File: config.mk
export PLATFORM = sky130hd
export DESIGN_NAME = segment_scan_controller_flat
export DESIGN_NICKNAME = d
export VERILOG_FILES = /design/src/rtl/segment_scan_controller_if.sv /design/src/rtl/segment_scan_controller.sv /design/src/flat_wrapper.sv
export SDC_FILE = /design/constraint.sdc
export NUM_CORES = 1
export LEC_CHECK = 0
export BUFFER_PORTS_ARGS = -buffer_cell sky130_fd_sc_hd__buf_2
export CORE_MARGIN = 5
export CORE_UTILIZATION = 55
export CTS_BUF_LIST = sky130_fd_sc_hd__clkbuf_4
export CTS_CLUSTER_SIZE = 16
export DETAILED_ROUTE_END_ITERATION = 6
export PLACE_DENSITY = 0.79
export SLEW_MARGIN = 20
export SYNTH_ARGS = -nofsm -noshare
export SYNTH_HDL_FRONTEND = slang
export SYNTH_SLANG_ARGS = --single-unit
File: constraint.sdc
create_clock -name clock -period 7.45 [get_ports clock]
set_input_delay 1.49 -clock clock [delete_from_list [all_inputs] [get_ports clock]]
set_output_delay 1.49 -clock clock [all_outputs]
set_load 0.05 [all_outputs]
File: src/rtl/segment_scan_controller_if.sv
// Bus bundle for segment_scan_controller: scan control, digit-buffer write port
// and the two 74HC595 chain drive groups.
//   scan_en             run scanning (0 = finish current digit, then idle)
//   wr_en/wr_digit/wr_segments  one-cycle write strobe into the digit buffer
//   com_* / seg_*       ser, srclk, rclk, active-low oe for each 595 chain
//   frame_done          pulse on the final latch cycle of digit 7
//   busy                high whenever the scanner is not idle
// master = stimulus side, slave = the controller.
interface segment_scan_controller_if;
    logic       scan_en;
    logic       wr_en;
    logic [2:0] wr_digit;
    logic [7:0] wr_segments;
    logic       com_ser;
    logic       com_srclk;
    logic       com_rclk;
    logic       com_oe;
    logic       seg_ser;
    logic       seg_srclk;
    logic       seg_rclk;
    logic       seg_oe;
    logic       frame_done;
    logic       busy;

    modport master (
        output scan_en, wr_en, wr_digit, wr_segments,
        input  com_ser, com_srclk, com_rclk, com_oe,
        input  seg_ser, seg_srclk, seg_rclk, seg_oe,
        input  frame_done, busy
    );

    modport slave (
        input  scan_en, wr_en, wr_digit, wr_segments,
        output com_ser, com_srclk, com_rclk, com_oe,
        output seg_ser, seg_srclk, seg_rclk, seg_oe,
        output frame_done, busy
    );
endinterface

File: src/rtl/segment_scan_controller.sv
// Multiplexed 8-digit seven-segment scanner driving two daisy-free 74HC595
// chains (digit selector + segments) in lockstep, MSB first.
// Ports:
//   clock     system clock, rising edge
//   reset_n   asynchronous active-low reset
//   bus       segment_scan_controller_if.slave (scan control, buffer write,
//             com_/seg_ ser/srclk/rclk/oe, frame_done, busy)
// Parameters: SHIFT_DIV (srclk half period), HOLD_CYCLES (display-on time per
// digit), BLANK_CYCLES (ghost-suppression blank, blanking build only).
// Build option: define SEGMENT_SCAN_BLANKING_EN to blank the outputs from LOAD
// through LATCH plus BLANK_CYCLES at the start of HOLD.
// All outputs are registered from next-state values so they line up with the
// state the FSM is in during that cycle.
module segment_scan_controller #(
    parameter int unsigned SHIFT_DIV    = 4,
    parameter int unsigned HOLD_CYCLES  = 1000,
    parameter int unsigned BLANK_CYCLES = 16
) (
    input  logic                      clock,
    input  logic                      reset_n,
    segment_scan_controller_if.slave  bus
);

    localparam int unsigned DIV_W      = 8;
    localparam int unsigned HOLD_W     = 16;
    localparam int unsigned SR_W       = 8;
    localparam int unsigned DIGIT_W    = 3;
    localparam int unsigned BIT_W      = 3;
    localparam int unsigned NUM_DIGITS = 8;

    localparam logic [DIV_W-1:0]   DIV_LAST  = DIV_W'(SHIFT_DIV - 1);
    localparam logic [HOLD_W-1:0]  HOLD_LAST = HOLD_W'(HOLD_CYCLES - 1);
    localparam logic [BIT_W-1:0]   BIT_LAST  = BIT_W'(7);
    localparam logic [DIGIT_W-1:0] DIGIT_LAST = DIGIT_W'(7);

    // Reject out-of-range configurations at elaboration.
    if (SHIFT_DIV == 0 || SHIFT_DIV > 255 ||
        HOLD_CYCLES == 0 || HOLD_CYCLES > 65535 ||
        BLANK_CYCLES == 0 || BLANK_CYCLES > 255) begin : g_param_check
        $error("segment_scan_controller: parameter out of range");
    end

    typedef enum logic [2:0] {
        S_IDLE,
        S_LOAD,
        S_SHIFT_LO,
        S_SHIFT_HI,
        S_LATCH,
        S_HOLD
    } state_e;

    state_e                             state_q, state_d;
    logic [DIV_W-1:0]                   div_cnt_q, div_cnt_d;
    logic [HOLD_W-1:0]                  hold_cnt_q, hold_cnt_d;
    logic [BIT_W-1:0]                   bit_cnt_q, bit_cnt_d;
    logic [DIGIT_W-1:0]                 digit_q, digit_d;
    logic [SR_W-1:0]                    seg_sr_q, seg_sr_d;
    logic [SR_W-1:0]                    com_sr_q, com_sr_d;
    logic                               latched_q, latched_d;
    logic [NUM_DIGITS-1:0][SR_W-1:0]    digit_buf_q, digit_buf_d;

    logic com_ser_q, com_ser_d;
    logic seg_ser_q, seg_ser_d;
    logic srclk_q, srclk_d;
    logic rclk_q, rclk_d;
    logic oe_q, oe_d;
    logic frame_done_q, frame_done_d;
    logic busy_q, busy_d;

    logic [SR_W-1:0] load_seg;
    logic            shifting;
    logic            blank;

    // Digit buffer write port; writes land on the same edge at any time.
    always_comb begin
        digit_buf_d = digit_buf_q;
        if (bus.wr_en) begin
            digit_buf_d[bus.wr_digit] = bus.wr_segments;
        end
    end

    // Bypass so a write to the digit being loaded in the LOAD cycle is captured.
    always_comb begin
        load_seg = digit_buf_q[digit_q];
        if (bus.wr_en && (bus.wr_digit == digit_q)) begin
            load_seg = bus.wr_segments;
        end
    end

    // Next-state, counters and registered-output next values.
    always_comb begin
        state_d    = state_q;
        div_cnt_d  = div_cnt_q;
        hold_cnt_d = hold_cnt_q;
        bit_cnt_d  = bit_cnt_q;
        digit_d    = digit_q;
        seg_sr_d   = seg_sr_q;
        com_sr_d   = com_sr_q;
        latched_d  = latched_q;

        unique case (state_q)
            S_IDLE: begin
                // A new scan must latch fresh data before the outputs enable.
                latched_d = 1'b0;
                if (bus.scan_en) begin
                    state_d = S_LOAD;
                end
            end
            S_LOAD: begin
                seg_sr_d  = load_seg;
                com_sr_d  = SR_W'(1) << digit_q;
                bit_cnt_d = '0;
                div_cnt_d = '0;
                state_d   = S_SHIFT_LO;
            end
            S_SHIFT_LO: begin
                if (div_cnt_q == DIV_LAST) begin
                    div_cnt_d = '0;
                    state_d   = S_SHIFT_HI;
                end else begin
                    div_cnt_d = div_cnt_q + DIV_W'(1);
                end
            end
            S_SHIFT_HI: begin
                if (div_cnt_q == DIV_LAST) begin
                    div_cnt_d = '0;
                    seg_sr_d  = {seg_sr_q[SR_W-2:0], 1'b0};
                    com_sr_d  = {com_sr_q[SR_W-2:0], 1'b0};
                    if (bit_cnt_q == BIT_LAST) begin
                        bit_cnt_d = '0;
                        state_d   = S_LATCH;
                    end else begin
                        bit_cnt_d = bit_cnt_q + BIT_W'(1);
                        state_d   = S_SHIFT_LO;
                    end
                end else begin
                    div_cnt_d = div_cnt_q + DIV_W'(1);
                end
            end
            S_LATCH: begin
                if (div_cnt_q == DIV_LAST) begin
                    div_cnt_d  = '0;
                    hold_cnt_d = '0;
                    latched_d  = 1'b1;
                    state_d    = S_HOLD;
                end else begin
                    div_cnt_d = div_cnt_q + DIV_W'(1);
                end
            end
            S_HOLD: begin
                if (hold_cnt_q == HOLD_LAST) begin
                    hold_cnt_d = '0;
                    digit_d    = digit_q + DIGIT_W'(1);
                    state_d    = bus.scan_en ? S_LOAD : S_IDLE;
                end else begin
                    hold_cnt_d = hold_cnt_q + HOLD_W'(1);
                end
            end
            default: begin
                state_d = S_IDLE;
            end
        endcase

        shifting = (state_d == S_SHIFT_LO) || (state_d == S_SHIFT_HI);

`ifdef SEGMENT_SCAN_BLANKING_EN
        blank = (state_d == S_LOAD) || shifting || (state_d == S_LATCH) ||
                ((state_d == S_HOLD) && (hold_cnt_d < HOLD_W'(BLANK_CYCLES)));
`else
        blank = 1'b0;
`endif

        com_ser_d    = shifting ? com_sr_d[SR_W-1] : 1'b0;
        seg_ser_d    = shifting ? seg_sr_d[SR_W-1] : 1'b0;
        srclk_d      = (state_d == S_SHIFT_HI);
        rclk_d       = (state_d == S_LATCH);
        oe_d         = (state_d == S_IDLE) || blank || !latched_d;
        frame_done_d = (state_d == S_LATCH) && (div_cnt_d == DIV_LAST) &&
                       (digit_d == DIGIT_LAST);
        busy_d       = (state_d != S_IDLE);
    end

    // State, datapath and output registers.
    always_ff @(posedge clock or negedge reset_n) begin
        if (!reset_n) begin
            state_q      <= S_IDLE;
            div_cnt_q    <= '0;
            hold_cnt_q   <= '0;
            bit_cnt_q    <= '0;
            digit_q      <= '0;
            seg_sr_q     <= '0;
            com_sr_q     <= '0;
            latched_q    <= 1'b0;
            digit_buf_q  <= '0;
            com_ser_q    <= 1'b0;
            seg_ser_q    <= 1'b0;
            srclk_q      <= 1'b0;
            rclk_q       <= 1'b0;
            oe_q         <= 1'b1;
            frame_done_q <= 1'b0;
            busy_q       <= 1'b0;
        end else begin
            state_q      <= state_d;
            div_cnt_q    <= div_cnt_d;
            hold_cnt_q   <= hold_cnt_d;
            bit_cnt_q    <= bit_cnt_d;
            digit_q      <= digit_d;
            seg_sr_q     <= seg_sr_d;
            com_sr_q     <= com_sr_d;
            latched_q    <= latched_d;
            digit_buf_q  <= digit_buf_d;
            com_ser_q    <= com_ser_d;
            seg_ser_q    <= seg_ser_d;
            srclk_q      <= srclk_d;
            rclk_q       <= rclk_d;
            oe_q         <= oe_d;
            frame_done_q <= frame_done_d;
            busy_q       <= busy_d;
        end
    end

    // Both chains share one clock/latch/enable timing.
    assign bus.com_ser    = com_ser_q;
    assign bus.seg_ser    = seg_ser_q;
    assign bus.com_srclk  = srclk_q;
    assign bus.seg_srclk  = srclk_q;
    assign bus.com_rclk   = rclk_q;
    assign bus.seg_rclk   = rclk_q;
    assign bus.com_oe     = oe_q;
    assign bus.seg_oe     = oe_q;
    assign bus.frame_done = frame_done_q;
    assign bus.busy       = busy_q;

endmodule

File: src/flat_wrapper.sv
// flat-port wrapper written by rule: the top's interface ports become plain ports
module segment_scan_controller_flat 
#(
    parameter int unsigned SHIFT_DIV    = 4,
    parameter int unsigned HOLD_CYCLES  = 1000,
    parameter int unsigned BLANK_CYCLES = 16
)
  (clock, reset_n, bus_scan_en, bus_wr_en, bus_wr_digit, bus_wr_segments, bus_com_ser, bus_com_srclk, bus_com_rclk, bus_com_oe, bus_seg_ser, bus_seg_srclk, bus_seg_rclk, bus_seg_oe, bus_frame_done, bus_busy);
  segment_scan_controller_if bus_i ();
  input  logic clock;
  input  logic reset_n;
  input wire logic [$bits(bus_i.scan_en)-1:0] bus_scan_en;
  input wire logic [$bits(bus_i.wr_en)-1:0] bus_wr_en;
  input wire logic [$bits(bus_i.wr_digit)-1:0] bus_wr_digit;
  input wire logic [$bits(bus_i.wr_segments)-1:0] bus_wr_segments;
  output wire logic [$bits(bus_i.com_ser)-1:0] bus_com_ser;
  output wire logic [$bits(bus_i.com_srclk)-1:0] bus_com_srclk;
  output wire logic [$bits(bus_i.com_rclk)-1:0] bus_com_rclk;
  output wire logic [$bits(bus_i.com_oe)-1:0] bus_com_oe;
  output wire logic [$bits(bus_i.seg_ser)-1:0] bus_seg_ser;
  output wire logic [$bits(bus_i.seg_srclk)-1:0] bus_seg_srclk;
  output wire logic [$bits(bus_i.seg_rclk)-1:0] bus_seg_rclk;
  output wire logic [$bits(bus_i.seg_oe)-1:0] bus_seg_oe;
  output wire logic [$bits(bus_i.frame_done)-1:0] bus_frame_done;
  output wire logic [$bits(bus_i.busy)-1:0] bus_busy;
  assign bus_i.scan_en = bus_scan_en;
  assign bus_i.wr_en = bus_wr_en;
  assign bus_i.wr_digit = bus_wr_digit;
  assign bus_i.wr_segments = bus_wr_segments;
  assign bus_com_ser = bus_i.com_ser;
  assign bus_com_srclk = bus_i.com_srclk;
  assign bus_com_rclk = bus_i.com_rclk;
  assign bus_com_oe = bus_i.com_oe;
  assign bus_seg_ser = bus_i.seg_ser;
  assign bus_seg_srclk = bus_i.seg_srclk;
  assign bus_seg_rclk = bus_i.seg_rclk;
  assign bus_seg_oe = bus_i.seg_oe;
  assign bus_frame_done = bus_i.frame_done;
  assign bus_busy = bus_i.busy;
  segment_scan_controller #(.SHIFT_DIV(SHIFT_DIV), .HOLD_CYCLES(HOLD_CYCLES), .BLANK_CYCLES(BLANK_CYCLES)) u_core (.clock(clock), .reset_n(reset_n), .bus(bus_i));
endmodule
==> impl_metrics.py, run 1 <==
metrics = {
    "die": {
        "io_pins": 25,
        "die_h_um": 113.9,
        "core_area_mm2": 0.01070,
        "start_util_pct": 55.46,
        "die_x_um": 113.9,
        "num_rows": 38,
        "die-area_mm2": 0.01297,
    },
    "sta": {
        "worst_clock_skew_ns": 0.01263,
        "fin_crit_ns": 2.862,
        "slew_violations": 0,
        "fin_crit_sh_pct": 38.42,
        "hold_viol_final": 0,
        "setup_viol_count_final": 0,
        "maxSlewHeadroom_pct": 26.16,
        "fmax_mhz": 349.4,
        "rsz0062_at_grt": "false",
        "tightest_slew_ns": 1.104,
        "fin_tns_setup_ns": 0,
    },
    "setup_path": {
        "crit_fanout": 21,
        "critPathTopFamily": "flip-flops",
        "critPathRequiredTime_ns": 7.88,
        "crit_type": "flop to flop",
        "critPathBufInv": 0,
        "cp-end-kind": "flop",
        "slowest_delay_ns": 1.06,
        "crit_arrival_ns": 3.29,
        "crit_top_cell": "ha_1",
        "setup.worst_path.start_class": "flop",
        "cp_slowest_cell": "dfrtp_1",
        "path_cells": "ha_1 -> ha_1 -> nor2_1 -> nand2_1 -> mux2_2 -> or4b_1 -> nor4_2",
    },
    "logic_synthesis": {
        "avgSynthCellArea_um2": 11.77,
        "synth_edf_count": 0,
        "async_flop_share_pct": 100.0,
        "yosys_register_bits": 121,
        "ys_seq_area_share_pct": 51.05,
        "synth_area_leaders": "dfrtp_1 51%, mux2_2 12%, mux4_2 6.1%, nand2_1 3.2%, o21ai_0 3.0%",
        "synth_fp_nets": 529,
        "yosys_warnings": 0,
        "synthFlopType": "dfrtp_1",
        "postSynthCellCount": 504,
        "synth_top_cell_by_area": "dfrtp_1",
        "syn_area_mm2": 0.005933,
        "synth_cell_types": 57,
        "synth.top_cell.area_share_pct": 50.61,
    },
    "placed_design": {
        "port_buffers": 24,
        "place_area_mm2": 0.006123,
        "hpwl_um": 8013,
        "place.gp.congestion": 0.8234,
    },
    "clocking": {
        "root_buffer": "clkbuf_4",
        "clock_sinks": 121,
        "cts_hold_buf": 0,
        "clk_path_buf_depth": 2,
        "cts_tree": "built",
        "cts_buffers": 17,
        "postCtsSetupBuffers": 0,
        "clkLatencyLatePin_ns": 0.52,
        "post_cts_resized": 0,
        "ctsHtreeMaxLevel": 4,
        "clk_pin_slew_ns": 0.11,
    },
    "drt": {
        "wl_um": 12060,
        "drtAntennaViolNets": 0,
        "via_per_inst": 5.999,
        "firstDrtPassIters": 4,
        "drc_errors": 0,
        "wl_per_cell_um": 17.81,
        "drt_iter0_markers": 304,
        "via_count": 4061,
    },
    "worst_hold_path": {
        "hp-class": "flop to flop",
    },
    "grt": {
        "grt_usage_pct": 20.08,
        "overflow": 0,
        "grt_pass1_vias": 4097,
        "grt_pass1_wl_um": 20510,
        "grt_max_degree": 67,
        "grt_antenna_before_repair": 0,
    },
    "pwr": {
        "vdd_drop_max_mv": 0.1597,
        "power_density_mw_per_mm2": 215.3,
        "leakagePower_nw": 2.727,
    },
    "final_layout": {
        "final_nets": 549,
        "antenna_cells": 0,
        "syn2layout_area_growth_pct": 7.992,
        "drive_above_1_share_pct": 28.49,
        "finalInstanceArea_mm2": 0.006407,
    },
    "status": {
        "status": "finished, final reports clean",
    },
    "run": {
        "maxCapViolCount": 0,
    },
}
placed cells by master (no fill, tap or decap), types with 13 or more instances in the layout:
| master | synthesis | final |
|---|---|---|
| nand3_1 | 15 | 15 |
| mux4_2 | 16 | 16 |
| nand2_1 | 51 | 51 |
| buf_2 | 4 | 23 |
| mux2_2 | 65 | 65 |
| clkbuf_4 | 0 | 17 |
| o21ai_0 | 35 | 35 |
| o21ai_1 | 13 | 13 |
| dfrtp_1 | 120 | 120 |
| nor2_1 | 30 | 30 |
through the flow:
| step | cells | worst slack (ns) | util [%] | total power [mW] | hold slack [ns] |
|---|---|---|---|---|---|
| 2_1_floorplan | 504 | 4.558 | - | 0.8849 | 0.4272 |
| 3_3_place_gp | 645 | 4.233 | 57.24 | 0.9241 | 0.4460 |
| 3_5_place_dp | 645 | 4.067 | 57.24 | 0.9400 | 0.4567 |
| 4_1_cts | 677 | 4.600 | 59.85 | 1.393 | 0.4843 |
| 5_1_grt | 677 | 4.437 | 59.89 | 1.450 | 0.4968 |
| 6_report | 677 | 4.588 | 59.89 | 1.380 | 0.4835 |
power breakdown:
group | internal (mW) | switching, mW
sequential | 0.733 | 0.0370
clock | 0.199 | 0.257
combinational | 0.0933 | 0.0610
total | 1.03 | 0.354
logic make-up after synthesis:
family,Yosys count,synth area share (%)
buffers and inverters,33,2.636
adders and majority gates,10,2.109
muxes,83,18.75
DFF,121,51.05
xor gates and xnor gates,8,1.308
AOI/OAI and AO/OA,99,11.03
and+or+nand+nor,150,13.12
area by class of cell:
class | count | area, µm²
inverter | 7 | 26.28
tap | 140 | 175.2
multi-input combinational | 350 | 2753
clock buffer | 17 | 127.6
clock inverter | 15 | 151.4
timing repair buffer | 27 | 145.1
fill | 866 | 4290
sequential | 121 | 3029
worst paths after layout:
kind | cells after the start | from | slack (ns) | end
setup / recovery | 7 | u_core.digit_q[1] | 4.59 | u_core.bus.frame_done
hold / removal | 2 | u_core.com_sr_q[5] | 0.48 | u_core.com_sr_q[5]
setup reg to reg | 7 | u_core.digit_q[1] | 4.59 | u_core.bus.frame_done
hold reg to reg | 2 | u_core.com_sr_q[5] | 0.48 | u_core.com_sr_q[5]
max in group asynchronous | 2 | reset_n | 5.18 | u_core.digit_buf_q[49]
min in group asynchronous | 1 | reset_n | 1.01 | u_core.div_cnt_q[6]
worst min-delay path, stage by stage, from the launching register on:
cell and delay, ns:
dfrtp_1 0.36, nand2_1 0.05, nand2_1 0.05
flip-flops by register name, indices dropped and copies added (netlist names):
name / cells
u_core.bit_cnt_q: 3
u_core.bus.com_ser: 1
u_core.bus.seg_ser: 1
u_core.seg_sr_q: 8
u_core.state_q: 3
u_core.bus.frame_done: 1
u_core.hold_cnt_q: 16
u_core.div_cnt_q: 8
u_core.latched_q: 1
u_core.digit_buf_q: 64
u_core.digit_q: 3
u_core.bus.com_oe: 1
u_core.bus.com_rclk: 1
u_core.bus.com_srclk: 1
u_core.com_sr_q: 8
u_core.bus.busy: 1
routing by layer:
layer / GRT usage, % / share of wire [%] / up-vias / wire length (µm)
li1: - / - / 1895 / -
met1: 26.17 / 44 / 2062 / 5361
met2: 33.77 / 51 / 91 / 6119
met3: 5.517 / 3.9 / 13 / 476
met4: 4.592 / 0.86 / 0 / 104
met5: 0 / 0 / - / 0
cells in the mapped netlist, drive strengths merged (8+ instances only):
master  count
ha         10
nor2       30
nand3      15
mux2       65
buf        12
clkbuf     14
nand2      51
nand2b      9
nand4       9
o31ai       8
o21ai      48
mux4       16
a22oi       9
dfrtp     120
No activity file was read; power rests on OpenSTA's default activity.
==> run 2: changes to the inputs <==
--- a/config.mk
+++ b/config.mk
@@ -11,7 +11,7 @@
 export CTS_BUF_LIST = sky130_fd_sc_hd__clkbuf_4
 export CTS_CLUSTER_SIZE = 16
 export DETAILED_ROUTE_END_ITERATION = 6
-export PLACE_DENSITY = 0.79
+export PLACE_DENSITY = 0.82
 export SLEW_MARGIN = 20
 export SYNTH_ARGS = -nofsm -noshare
 export SYNTH_HDL_FRONTEND = slang
==> constraint.sdc (replaced) <==
create_clock -name clock -period 2.35 [get_ports clock]
set_input_delay 0.47 -clock clock [delete_from_list [all_inputs] [get_ports clock]]
set_output_delay 0.47 -clock clock [all_outputs]
set_load 0.05 [all_outputs]
==> run 2 against run 1 <==
Compared with the run above: the run now ends with setup timing left; largest power group unchanged; register-to-register slack worse by 4.6 ns; wire length is 4.8% higher; first-iteration DRC count rose by 31%; count of clock-buffer cells in the layout grew 3; critical path depth shrank 2; non-clock buffer count is 37 higher.
==> impl_metrics.py, run 2 (synthesis gave the netlist of run 1 again) <==
metrics = {
    "drt": {
        "wl_per_cell_um": 17.70,
        "firstDrtPassIters": 5,
        "via_per_inst": 6.031,
        "wl_um": 12640,
        "drc_errors": 0,
        "via_count": 4306,
        "drtAntennaViolNets": 0,
        "drt_iter0_markers": 399,
    },
    "final_layout": {
        "largest_reg_flops": 64,
        "final_nets": 586,
        "layout_commonest_cell": "dfrtp_1",
        "fill_cells": 802,
        "drive_above_1_share_pct": 32.93,
        "most-common-layout-cells": "120 x dfrtp_1, 64 x mux2_2, 51 x nand2_1",
        "regMostFlops": "u_core.digit_buf_q",
        "syn2layout_area_growth_pct": 14.28,
        "reg.largest.list": "u_core.digit_buf_q: 64 flops, u_core.hold_cnt_q: 16 flops",
        "antenna_cells": 0,
    },
    "clocking": {
        "clk_pin_slew_ns": 0.12,
        "root_buffer": "clkbuf_4",
        "cts_tree": "built",
        "cts_buffers": 17,
        "clock_sinks": 121,
        "clk_path_buf_depth": 2,
        "clkLatencyLatePin_ns": 0.53,
        "ctsHtreeMaxLevel": 4,
    },
    "sta": {
        "slew_violations": 0,
        "setup_viol_count_final": 1,
        "hold_viol_final": 0,
        "rsz0062_at_grt": "true",
        "fin_tns_setup_ns": -0.02259,
        "worst_clock_skew_ns": 0.01571,
        "fin_ws_ns": -0.02259,
        "fin_crit_ns": 2.373,
        "fmax_mhz": 421.5,
        "fin_crit_sh_pct": 101.0,
        "maxSlewHeadroom_pct": 59.11,
        "tightest_slew_ns": 0.6102,
    },
    "die": {
        "die_x_um": 113.9,
        "num_rows": 38,
        "io_pins": 25,
        "core_area_mm2": 0.01070,
        "die-area_mm2": 0.01297,
        "start_util_pct": 55.46,
        "die_h_um": 113.9,
    },
    "pwr": {
        "power_density_mw_per_mm2": 695.8,
        "vdd_drop_max_mv": 0.5165,
        "leakagePower_nw": 2.973,
        "p_total_mw": 4.718,
    },
    "grt": {
        "overflow": 0,
        "grt_pass1_vias": 4402,
        "grt_usage_pct": 20.93,
        "grt_max_degree": 43,
        "grt_antenna_before_repair": 0,
        "grt_pass1_wl_um": 21550,
    },
    "placed_design": {
        "hpwl_um": 8830,
        "port_buffers": 24,
        "place.gp.congestion": 0.8664,
    },
    "worst_hold_path": {
        "hp-class": "input pin to flop",
    },
    "setup_path": {
        "crit_type": "flop to flop",
        "setup.worst_path.start_class": "flop",
        "cp-end-kind": "flop",
        "critPathRequiredTime_ns": 2.77,
        "crit_fanout": 2,
        "crit_arrival_ns": 2.80,
    },
    "run": {
        "maxCapViolCount": 0,
    },
    "status": {
        "status": "complete, but fails checks",
        "failed_checks": "setup timing",
    },
}
run 2: changes by cell type in the layout (fill, tap and decap cells not counted), sizes merged:
cell,previous run,this run
bufinv,2,5
clkbuf,17,20
clkinv,6,5
inv,10,8
clkinvlp,4,1
dlygate4sd3,0,1
buf,27,63
run 2: final cells by class:
type	count	area, µm²	area share (%)
sequential	121	3029	44.68
multi-input combinational	350	2751	40.58
timing repair buffer	64	450.4	6.643
clock inverter	12	197.7	2.916
tap	140	175.2	2.584
clock buffer	20	150.1	2.214
inverter	7	26.28	0.3875
run 2: worst max-delay path: stages, from the launching register on:
cell	delay, ns
dfrtp_1	0.40
or4_4	0.58
nor4_4	0.32
mux2_4	0.34
or4b_1	0.49
nor4_2	0.15
run 2: path summary, 6_finish.rpt:
kind / start / end / slack (ns) / cells past startpoint
hold reg to reg: u_core.com_sr_q[7] / u_core.com_sr_q[7] / 0.48 / 2
max in group asynchronous: reset_n / u_core.digit_buf_q[57] / 1.22 / 3
min in group asynchronous: reset_n / u_core.com_sr_q[5] / 0.47 / 2
setup / recovery: u_core.hold_cnt_q[13] / u_core.bus.frame_done / -0.02 / 5
hold / removal: bus_wr_segments[3] / u_core.digit_buf_q[43] / 0.27 / 2
setup reg to reg: u_core.hold_cnt_q[13] / u_core.bus.frame_done / -0.02 / 5
run 2: layer usage:
layer  vias to the layer above  share of wire [%]  GRT usage (%)
li1                       1976                  -              -
met1                      2196                 42          26.56
met2                       119                 53          35.22
met3                        15                4.6          6.260
met4                         0                1.1          5.622
met5                         -                  0              0
run 2: repair_timing:
action                                  4_1_cts  5_1_grt
hold buffers                                  1        0
setup buffers                                 0        2
gates resized for setup                       1        0
endpoints found under the setup margin        1        1
endpoints found under the hold margin        38        0
run 2: report_power, final:
| part | switching (mW) | total, mW | internal [mW] | leakage (nW) |
|---|---|---|---|---|
| Sequential | 0.119 | 2.44 | 2.32 | 1.53 |
| Combinational | 0.191 | 0.499 | 0.308 | 1.25 |
| Clock | 0.789 | 1.78 | 0.987 | 0.185 |
| Total | 1.10 | 4.72 | 3.62 | 2.97 |
run 2: through the flow:
| step | hold WS [ns] | instances | instance area [µm²] | utilization, % | worst slack [ns] |
|---|---|---|---|---|---|
| final | 0.2748 | 714 | 6780 | 63.38 | -0.02259 |
| after global routing | 0.2380 | 714 | 6780 | 63.38 | -0.07045 |
| after CTS | 0.2499 | 712 | 6765 | 63.24 | -0.05338 |
| after detailed placement | 0.4560 | 679 | 6404 | 59.86 | -0.06042 |
| after global placement | 0.4447 | 679 | 6404 | 59.86 | 0.03690 |
| after floorplan | 0.1744 | 504 | 5933 | - | -0.07172 |
==> run 3: changes to the inputs <==
--- a/config.mk
+++ b/config.mk
@@ -5,13 +5,14 @@
 export SDC_FILE = /design/constraint.sdc
 export NUM_CORES = 1
 export LEC_CHECK = 0
+export ABC_AREA = 1
 export BUFFER_PORTS_ARGS = -buffer_cell sky130_fd_sc_hd__buf_2
 export CORE_MARGIN = 5
 export CORE_UTILIZATION = 55
 export CTS_BUF_LIST = sky130_fd_sc_hd__clkbuf_4
 export CTS_CLUSTER_SIZE = 16
 export DETAILED_ROUTE_END_ITERATION = 6
-export PLACE_DENSITY = 0.82
+export PLACE_DENSITY_LB_ADDON = 0.25
 export SLEW_MARGIN = 20
 export SYNTH_ARGS = -nofsm -noshare
 export SYNTH_HDL_FRONTEND = slang
==> run 3 against run 2 <==
Compared with the run above: the run now ends clean; die area rose by 2.7%; sequential share of layout area is 0.35 points higher; synthesized cell count increased by 53%; count of clock-buffer cells in the layout down 2; design area fell by 0.78%; worst setup slack better by 0.35 ns; hold slack lost 0.10 ns; via count rose by 23%; critical path depth increased by 4; cell count grew 33%; utilization decreased by 1.6 points; non-clock buffer count fell by 27; critical path type unchanged.
==> impl_metrics.py, run 3 <==
metrics = {
    "status": {
        "status": "finished, final reports clean",
    },
    "placed_design": {
        "hpwl_um": 10080,
        "dp.cells": 915,
        "place.gp.congestion": 0.9035,
        "port_buffers": 24,
    },
    "final_layout": {
        "syn2layout_area_growth_pct": 10.07,
        "final_nets": 820,
        "regArea_mm2": 0.003029,
        "most-common-layout-cells": "217 x nand2_1, 120 x dfrtp_1, 85 x o21ai_0",
        "finalNonFillerCells": 948,
        "layout_commonest_cell": "nand2_1",
        "largest_reg_flops": 64,
        "multi_input_area_mm2": 0.002654,
        "post-route-util_pct": 61.79,
        "antenna_cells": 0,
        "reg.largest.list": "u_core.digit_buf_q: 64 flops, u_core.hold_cnt_q: 16 flops",
        "fill_cells": 970,
        "regMostFlops": "u_core.digit_buf_q",
        "drive_above_1_share_pct": 11.26,
    },
    "grt": {
        "grt_usage_pct": 22.78,
        "grt_pass1_wl_um": 24160,
        "overflow": 0,
        "grt_pass1_vias": 5055,
        "grt_max_degree": 43,
        "grt_antenna_before_repair": 0,
    },
    "clocking": {
        "clkLatencyLatePin_ns": 0.54,
        "post_cts_resized": 0,
        "clk_path_buf_depth": 2,
        "clock_sinks": 121,
        "clk_pin_slew_ns": 0.11,
        "cts_buffers": 17,
        "ctsHtreeMaxLevel": 4,
        "cts_tree": "built",
        "root_buffer": "clkbuf_4",
    },
    "die": {
        "core_area_mm2": 0.01089,
        "die_h_um": 115.4,
        "die_x_um": 115.4,
        "io_pins": 25,
        "num_rows": 38,
        "die-area_mm2": 0.01332,
        "start_util_pct": 56.14,
    },
    "logic_synthesis": {
        "avgSynthCellArea_um2": 7.938,
        "yosys-top-cells-count": "217 x nand2_1, 120 x dfrtp_1, 85 x o21ai_0, 74 x nand3_1, 67 x inv_1",
        "syn_area_mm2": 0.006112,
        "synth_edf_count": 0,
        "synth_fp_nets": 795,
        "yosys_register_bits": 121,
        "synth_top_cell_by_area": "dfrtp_1",
        "yosysMostFrequentCell": "nand2_1",
        "synth_area_leaders": "dfrtp_1 49%, nand2_1 13%, o21ai_0 7.0%, nand3_1 6.1%, inv_1 4.1%",
        "yosys_warnings": 0,
        "synth.top_cell.area_share_pct": 49.13,
        "ys_seq_area_share_pct": 49.56,
        "async_flop_share_pct": 100.0,
        "synth_cell_types": 40,
        "synthFlopType": "dfrtp_1",
        "postSynthCellCount": 770,
    },
    "setup_path": {
        "setup.worst_path.start_class": "flop",
        "cp_slowest_cell": "dfrtp_1",
        "critPathRequiredTime_ns": 2.78,
        "crit_fanout": 10,
        "crit_type": "flop to flop",
        "critPathTopFamily": "simple AND/OR/NAND/NOR gates",
        "path_cells": "ha_1 -> nand2_1 -> nor2_1 -> nand2_1 -> inv_1 -> nand3_1 -> nand2_1 -> inv_1 -> a22o_1",
        "crit_top_cell": "nand2_1",
        "crit_arrival_ns": 2.45,
        "critPathBufInv": 2,
        "slowest_delay_ns": 0.46,
        "cp-end-kind": "flop",
    },
    "sta": {
        "slew_violations": 0,
        "hold_slack_ns": 0.1736,
        "hold_viol_final": 0,
        "fin_crit_sh_pct": 85.94,
        "rsz0062_at_grt": "false",
        "worst_clock_skew_ns": 0.01394,
        "maxSlewHeadroom_pct": 59.03,
        "tightest_slew_ns": 0.6129,
        "setup_viol_count_final": 0,
        "fin_crit_ns": 2.020,
        "fmax_mhz": 495.1,
        "fin_tns_setup_ns": 0,
    },
    "pwr": {
        "vdd_drop_max_mv": 0.5937,
        "p_total_mw": 4.555,
        "leakagePower_nw": 3.345,
        "power_density_mw_per_mm2": 677.1,
    },
    "worst_hold_path": {
        "hp-class": "input pin to flop",
    },
    "drt": {
        "drt_iter0_markers": 450,
        "wl_um": 14270,
        "via_per_inst": 5.595,
        "via_count": 5304,
        "firstDrtPassIters": 5,
        "drc_errors": 0,
        "wl_per_cell_um": 15.05,
        "drtAntennaViolNets": 0,
    },
    "run": {
        "maxCapViolCount": 0,
    },
}
## run 3: cell count changes after synthesis, sizes merged, moves of 9 or more
cell,previous run,this run
inv,7,74
o21ai,48,87
nand2b,9,0
a21oi,5,40
nor2,30,57
mux2,65,0
mux4,16,0
nand3,15,76
nand2,51,222
## run 3: kinds of logic after synthesis
family | Yosys count | synth area share, %
flip-flops | 121 | 49.56
AO/OA/AOI/OAI | 155 | 14.17
XOR/XNOR | 3 | 0.4300
AND/OR/NAND/NOR | 376 | 26.78
buffers and inverters | 105 | 7.021
adder cells (fa/ha/maj) | 10 | 2.047
## run 3: routing by layer
metal,part of all wire [%],wire [µm],track usage (%)
met5,0,0,0
met4,1.4,197,6.651
met3,5.5,787,5.796
met2,47,6726,35.69
met1,46,6557,31.60
## run 3: through the flow
stage | cell area [µm²] | setup WS [ns]
after global routing | 6728 | 0.04456
after CTS | 6728 | 0.3238
after detailed placement | 6379 | 0.3369
after global placement | 6379 | 0.4450
final | 6728 | 0.3304
after floorplan | 6112 | 0.6397
## run 3: worst min-delay path, stage by stage
cell     delay [ns]
buf_2          0.10
nand2_1        0.05
o21ai_0        0.06
## run 3: final cells by class
| type | count | share of cell area, % |
|---|---|---|
| flip-flops and latches | 121 | 45.03 |
| multi-input cells | 544 | 39.45 |
| inverters | 74 | 4.203 |
| repair buffers | 37 | 3.682 |
| clock inverters | 14 | 3.031 |
| well taps | 140 | 2.604 |
| clock buffers | 18 | 2.009 |
## run 3: what timing repair did
item                                   4_1_cts  5_1_grt
setup buffers                                0        0
endpoints found under the hold margin       37        0
hold buffers                                 1        0
## run 3: path summary, 6_finish.rpt
kind | start | to | slack [ns] | cells after the start
max in group asynchronous | reset_n | u_core.digit_buf_q[59] | 1.29 | 3
worst max-delay path | u_core.div_cnt_q[0] | u_core.hold_cnt_q[1] | 0.33 | 9
worst min register to register | u_core.digit_buf_q[6] | u_core.digit_buf_q[6] | 0.50 | 2
worst min-delay path | bus_wr_segments[7] | u_core.digit_buf_q[63] | 0.17 | 3
worst max register to register | u_core.div_cnt_q[0] | u_core.hold_cnt_q[1] | 0.33 | 9
min in group asynchronous | reset_n | u_core.hold_cnt_q[15] | 0.45 | 2
## run 3: power by group
group / internal, mW / total, mW / leakage (nW) / switching (mW)
registers: 2.29 / 2.40 / 1.57 / 0.106
logic: 0.158 / 0.402 / 1.60 / 0.244
clock network: 0.951 / 1.76 / 0.175 / 0.806
total: 3.40 / 4.56 / 3.34 / 1.16
